`src/rtl/ram_arbiter.sv`:
```
// ram_arbiter
// Shares one single-port data RAM between master 0 (CPU data port) and
// master 1 (secondary requester). At most one master is granted per cycle.
// The granted master's command goes straight to the RAM in that cycle, and
// its read data returns one cycle later with a per-master valid strobe.
// Arbitration is round-robin. A master can lock the grant across cycles,
// but if the other master is waiting, the lock lasts at most LOCK_MAX
// extra cycles.
//
// Handshake: a master raises mN_req and holds mN_req/we/addr/wdata stable
// until it sees mN_ack high in the same cycle. The access is then complete
// from the master's side, and the master may present a new command in the
// next cycle. mN_ack is combinational from the requests. A read returns
// mN_rvalid exactly one cycle after its ack, with the data on mN_rdata.
//
// Ports:
//   clk, rst_n          clock, asynchronous active-low reset
//   mN_req/we/lock      request, write select, keep-grant request
//   mN_addr/wdata       word address and write data
//   mN_ack              access accepted this cycle
//   mN_rvalid/rdata     read return (rdata is ram_rdata for both masters)
//   ram_addr/wdata/we   RAM command from the granted master
//   ram_rdata           RAM read data, one cycle after ram_addr
module ram_arbiter #(
   parameter int ADDR_W   = 10,
   parameter int DATA_W   = 32,
   parameter int LOCK_MAX = 8
) (
   input  logic              clk,
   input  logic              rst_n,
   input  logic              m0_req,
   input  logic              m0_we,
   input  logic              m0_lock,
   input  logic [ADDR_W-1:0] m0_addr,
   input  logic [DATA_W-1:0] m0_wdata,
   output logic              m0_ack,
   output logic              m0_rvalid,
   output logic [DATA_W-1:0] m0_rdata,
   input  logic              m1_req,
   input  logic              m1_we,
   input  logic              m1_lock,
   input  logic [ADDR_W-1:0] m1_addr,
   input  logic [DATA_W-1:0] m1_wdata,
   output logic              m1_ack,
   output logic              m1_rvalid,
   output logic [DATA_W-1:0] m1_rdata,
   output logic [ADDR_W-1:0] ram_addr,
   output logic [DATA_W-1:0] ram_wdata,
   output logic              ram_we,
   input  logic [DATA_W-1:0] ram_rdata
);

   localparam int CNT_W = $clog2(LOCK_MAX + 1);

   localparam logic [1:0] OWN_NONE = 2'b00;
   localparam logic [1:0] OWN_M0   = 2'b01;
   localparam logic [1:0] OWN_M1   = 2'b10;

   localparam logic [CNT_W-1:0] CNT_MAX = CNT_W'(LOCK_MAX);

   logic             last_grant;  // 1 = master 1 had the last grant
   logic [1:0]       owner;       // lock owner, one of OWN_*
   logic [CNT_W-1:0] lock_cnt;    // cycles the owner kept the grant while the other waited
   logic [1:0]       rd_pend;     // one-hot master of the read returning next cycle

   logic gnt0;
   logic gnt1;
   logic keep;       // owner kept its grant through the lock
   logic cnt_full;

   always_comb begin
      gnt0     = 1'b0;
      gnt1     = 1'b0;
      keep     = 1'b0;
      cnt_full = (lock_cnt == CNT_MAX);
      // A timed-out owner falls through to the contention rule. It was
      // granted last, so ~last_grant hands this cycle to the other master.
      if (owner == OWN_M0 && m0_req && !(cnt_full && m1_req)) begin
         gnt0 = 1'b1;
         keep = 1'b1;
      end else if (owner == OWN_M1 && m1_req && !(cnt_full && m0_req)) begin
         gnt1 = 1'b1;
         keep = 1'b1;
      end else if (m0_req && !m1_req) begin
         gnt0 = 1'b1;
      end else if (m1_req && !m0_req) begin
         gnt1 = 1'b1;
      end else if (m0_req && m1_req) begin
         if (last_grant) gnt0 = 1'b1;
         else            gnt1 = 1'b1;
      end
      // Acks and RAM writes are suppressed combinationally while in reset.
      if (!rst_n) begin
         gnt0 = 1'b0;
         gnt1 = 1'b0;
         keep = 1'b0;
      end
   end

   assign m0_ack    = gnt0;
   assign m1_ack    = gnt1;
   assign ram_addr  = gnt1 ? m1_addr  : m0_addr;
   assign ram_wdata = gnt1 ? m1_wdata : m0_wdata;
   assign ram_we    = (gnt0 & m0_we) | (gnt1 & m1_we);

   assign m0_rvalid = rd_pend[0];
   assign m1_rvalid = rd_pend[1];
   assign m0_rdata  = ram_rdata;
   assign m1_rdata  = ram_rdata;

   always_ff @(posedge clk or negedge rst_n) begin
      if (!rst_n) begin
         last_grant <= 1'b1;
         owner      <= OWN_NONE;
         lock_cnt   <= '0;
         rd_pend    <= 2'b00;
      end else if (gnt0 || gnt1) begin
         last_grant <= gnt1;
         if (gnt1) owner <= m1_lock ? OWN_M1 : OWN_NONE;
         else      owner <= m0_lock ? OWN_M0 : OWN_NONE;
         if (keep && (gnt0 ? m1_req : m0_req))
            lock_cnt <= cnt_full ? lock_cnt : lock_cnt + CNT_W'(1);
         else
            lock_cnt <= '0;
         rd_pend <= {gnt1 & ~m1_we, gnt0 & ~m0_we};
      end else begin
         owner    <= OWN_NONE;
         lock_cnt <= '0;
         rd_pend  <= 2'b00;
      end
   end

endmodule

```
`config.mk`:
```
export PLATFORM = sky130hd
export DESIGN_NAME = ram_arbiter
export DESIGN_NICKNAME = d
export VERILOG_FILES = /design/src/rtl/ram_arbiter.sv
export SDC_FILE = /design/constraint.sdc
export NUM_CORES = 1
export LEC_CHECK = 0
export ABC_AREA = 1
export CAP_MARGIN = 20
export CELL_PAD_IN_SITES_DETAIL_PLACEMENT = 0
export CELL_PAD_IN_SITES_GLOBAL_PLACEMENT = 1
export CORE_AREA = 2 2 90 135
export CTS_CLUSTER_DIAMETER = 40
export DETAILED_ROUTE_END_ITERATION = 12
export DIE_AREA = 0 0 92 137
export HOLD_SLACK_MARGIN = 0.03
export PLACE_DENSITY_LB_ADDON = 0.3
export SLEW_MARGIN = 40
export SYNTH_ARGS = -nofsm -noshare
export SYNTH_HDL_FRONTEND = slang
export SYNTH_SLANG_ARGS = --single-unit
export TNS_END_PERCENT = 10
```
`constraint.sdc`:
```
create_clock -name clk -period 5.6 [get_ports clk]
set_clock_uncertainty 0.2 [all_clocks]
set_input_delay 1.12 -clock clk [delete_from_list [all_inputs] [get_ports clk]]
set_output_delay 1.12 -clock clk [all_outputs]
set_load 0.02 [all_outputs]
```
# Yosys cells after proc, flatten, opt, wreduce, memory -nomap -nowiden
# Cells that the tools add are included.
# totals
reg_bits	9
in_bits	124
out_inout_bits	111
word_cells	59
# op_classes
addsub	1
eq_ne	4
muxes	28
n_bitwise	7
reduce_logical	15
# ops
cell	count
$mux 32	1
$mux 1	19
$mux 4	3
$logic_and 1x1->1	10
$mux 10	1
$mux 2	4
$add 4x1->4 const B	1
$and 1x1->1	4
$eq 4x4->1 const B	1
$logic_not 1->1	4
$ne 3x3->1 const B	1
$eq 2x1->1 const B	1
$eq 2x2->1 const B	1
$not 1->1	2
$logic_or 1x1->1	1
$or 1x1->1	1

# Depth between registers and ports, before layout
# logic_depth
ltp_word	11
mapped_depth	10
ltp_nobuf	9

# Least setup slack after synthesis
# Ideal clock, no wire load.
# synth_timing
kind	input -> output
startpoint	in m0_req
endpoint	out ram_addr[4]
arrival_ps	2066
required_time_ps	4280
slack_ps	2214
cell_stages	8
path_buffers	2
cell_sequence	inv_1 nor2_1 a21oi_4 nand2_1 buf_4 buf_6 nand2_1 nand2_1
# synth_via
elab_chain_cells	8
word_cells_on_any_way	16
classes_between	mux: 7; reduce/logical: 9
# synth_rtl
element	line	text
start, declared	31	input logic m0_req,
$logic_and 1x1->1 or $logic_not 1->1 (tied branches)	88, 86	
$mux 1 or $logic_and 1x1->1 (tied branches)	88, 86	
$mux 1	86	end else if (m1_req && !m0_req) begin
$mux 1	84	end else if (m0_req && !m1_req) begin
$mux 1	81	end else if (owner == OWN_M1 && m1_req && !(cnt_full && m0_req)) begin
$mux 1 (*)	78	if (owner == OWN_M0 && m0_req && !(cnt_full && m1_req)) begin
$mux 1 (*)	93	if (!rst_n) begin
$mux 10 (*)	102	assign ram_addr = gnt1 ? m1_addr : m0_addr;
end, declared	47	output logic [ADDR_W-1:0] ram_addr,
# Every way passes the cells marked *; elsewhere a longest branch is shown, timed or not.

# Worst setup path after layout
# layout_timing
startpoint	in m0_req
endpoint	out ram_addr[0]
# The elaborated chain is that of the path after synthesis.

==> flow_summary_export.csv <==
group,metric,value,unit
grt,use_met1,7.49,%
critical_path,slowest_delay,0.65,ns
routing,drt-wirelength-per-cell,12.4,um
critical_path,path_class,"input port to output pin",
synthesis,ys_warn_count,0,
finish,final_core_util,23.4,%
critical_path,slowest_stage,"clkdlybuf4s50_1",
finish,instances_no_fill,480,
clocking,clock-sinks,9,
routing,drtPass1Iterations,5,
synthesis,postSynthCellCount,261,
routing,first_iter_violations,33,
grt,grt_pass1_vias,1811,
floorplan,die_h,137,um
grt,grt_use_met3,1.60,%
placed_design,gp_congestion,0.745,
floorplan,dieArea,12600,um^2
clocking,cts_resized,0,
sta,hold_violations,0,
sta,max_freq,0.212,GHz
synthesis,yosysSeqAreaShare,14.5,%
clocking,htree_levels,1,
sta,finalSetupViolations,0,
sta,fin_crit_sh,84.2,%
grt,gr-usage-all-layers,8.67,%
sta,tightest_slew,0.492,ns
placed_design,hpwlAfterDp,4710,um
finish,register_area,226,um^2
clocking,cts_max_path_buffers,2,
critical_path,cp-end-kind,"output pin",
outcome,status,"finished, final reports clean",
synthesis,ys_seq_elements,9,
synthesis,avgSynthCellArea,5.98,um^2
grt,antenna_found_initial,0,
routing,wl,5950,um
clocking,clk_pin_slew_worst_paths,0.04,ns
finish,multi_input_comb_area,728,um^2
sta,relSlewSlack,67.2,%
floorplan,fp.dieW,92,um
sta,worst_slack,0.883,ns
power_and_ir_drop,leakage,1.21,nW
power_and_ir_drop,power_density,169,nW/um^2
floorplan,placeableCoreArea,11400,um^2
sta,period_minus_slack,4.72,ns
floorplan,start_util,13.7,%
grt,grt_max_degree,48,
power_and_ir_drop,total_power,0.451,mW
finish,fill_cells,1312,
clocking,hold_buffers,0,
synthesis,syn_nets,387,
grt,grt_overflow,0,
sta,rsz0062_at_grt,"no",
clocking,clock_latency,0.23,ns
critical_path,critPathRequiredTime,4.28,ns
critical_path,cp_max_fo,47,
synthesis,netlist_area,1560,um^2
finish,fin_area,2670,um^2
clocking,root_buffer,"clkbuf_16",
finish,drive_above_1_share,3.03,%
routing,viasPerCell,3.69,
critical_path,crit_top_cell,"nand2_1",
routing,vias,1770,
finish,antennaDiodeCount,0,
sta,tns,0,ns
placed_design,port_buffers,138,
grt,use_met2,17.5,%
clocking,cts_tree,"built",
clocking,cts_made_buffers,3,
grt,busiest_layer,"met2",
power_and_ir_drop,max-vdd-ir-drop,74.9,uV
grt,grt_pass1_wl,8600,um
flow_run,maxCapViolCount,0,
critical_path,cp_data_arrival_time,3.40,ns
routing,drc,0,
sta,maxSlewViolCount,0,
worst_hold_path,min_path_type,"flop to flop",
clocking,post_cts_buffers,0,
floorplan,ios,235,
critical_path,worstPathCellList,"clkdlybuf4s50_1 > inv_1 > nor2_1 > a21oi_4 > nand2_1 > buf_4 > nand2_1 > nand2_1 > clkdlybuf4s50_1",
critical_path,start_kind,"input port",
routing,ant_nets,0,
finish,area_delta_synth_final,71.4,%
placed_design,placed_area,2590,um^2
finish,fin_nets,457,
sta,timing.hold.ws,0.266,ns
placed_design,pre_cts_slack,0.886,ns
placed_design,place_inst,476,
floorplan,rows,48,
synthesis,yosysUniqueCellTypes,18,
[layer usage]
metal	wire length, um	up-vias
met5	0	-
met2	3280	84
met4	359	0
li1	-	889
met1	1840	761
met3	474	36
[final timing paths]
kind / to / slack [ns] / depth (start not counted) / start
setup reg to reg: owner[0] / 3.69 / 9 / lock_cnt[0]
max in group asynchronous: last_grant / 3.98 / 2 / rst_n
hold / removal: last_grant / 0.27 / 2 / last_grant
setup / recovery: ram_addr[0] / 0.88 / 9 / m0_req
min in group asynchronous: owner[1] / 0.99 / 2 / rst_n
hold reg to reg: last_grant / 0.27 / 2 / last_grant
[placed cells by master, fill, tap and decap left out]
| cell | count |
|---|---|
| nand4_2 | 1 |
| a21oi_1 | 1 |
| clkbuf_1 | 1 |
| clkdlybuf4s50_1 | 138 |
| xor2_1 | 1 |
| dfrtp_1 | 8 |
| xnor2_1 | 1 |
| nand2_1 | 98 |
| o21ai_0 | 1 |
| clkbuf_16 | 3 |
| nand4_1 | 1 |
| nor2_1 | 10 |
| ha_1 | 2 |
| inv_1 | 11 |
| buf_4 | 4 |
| dfstp_2 | 1 |
| nand3_1 | 47 |
| a21oi_4 | 1 |
[area by class of cell]
cell class	count	area share, %
inverter	11	1.54
tap	150	7.02
sequential	9	8.47
clock buffer	4	2.95
timing repair buffer	142	52.8
multi-input combinational	164	27.2
[power by group]
part           total, mW  internal [mW]  switching [mW]
Combinational      0.254          0.133           0.120
Clock              0.126         0.0951          0.0310
Sequential        0.0714         0.0698         0.00160
Total              0.451          0.298           0.153
[critical path, delay by kind of cell]
kind / cells / cell delay, ns
buf+inv: 4 / 1.64
compound gates: 1 / 0.10
simple gates: 4 / 0.52
[kinds of logic (layout without fill, tap and decap cells)]
logic type | after synthesis | count (layout) | synth area share (%)
adders and majority gates | 2 | 2 | 1.60
and+or+nand+nor | 157 | 157 | 42.3
DFF | 9 | 9 | 14.5
buffers and inverters | 88 | 157 | 38.8
xor gates and xnor gates | 2 | 2 | 1.12
AOI/OAI and AO/OA | 3 | 3 | 1.68
[synthesized netlist by cell type]
library cell	count	share of area (%)
dfstp_2	1	1.7
a21oi_1	1	0.32
nand3_1	47	15
xor2_1	1	0.56
buf_2	7	2.2
clkbuf_1	2	0.48
a21oi_4	1	1.0
o21ai_0	1	0.32
ha_1	2	1.6
dfrtp_1	8	13
nand2_1	98	24
buf_4	65	31
xnor2_1	1	0.56
nand4_2	1	0.80
inv_1	11	2.6
nor2_1	10	2.4
buf_6	3	2.2
nand4_1	1	0.40
[flip-flops by register name, summed over array words and instances (netlist names)]
name / cells
lock_cnt: 4
owner: 2
rd_pend: 2
last_grant: 1
Note: power is estimated with default switching activity, not from simulation.
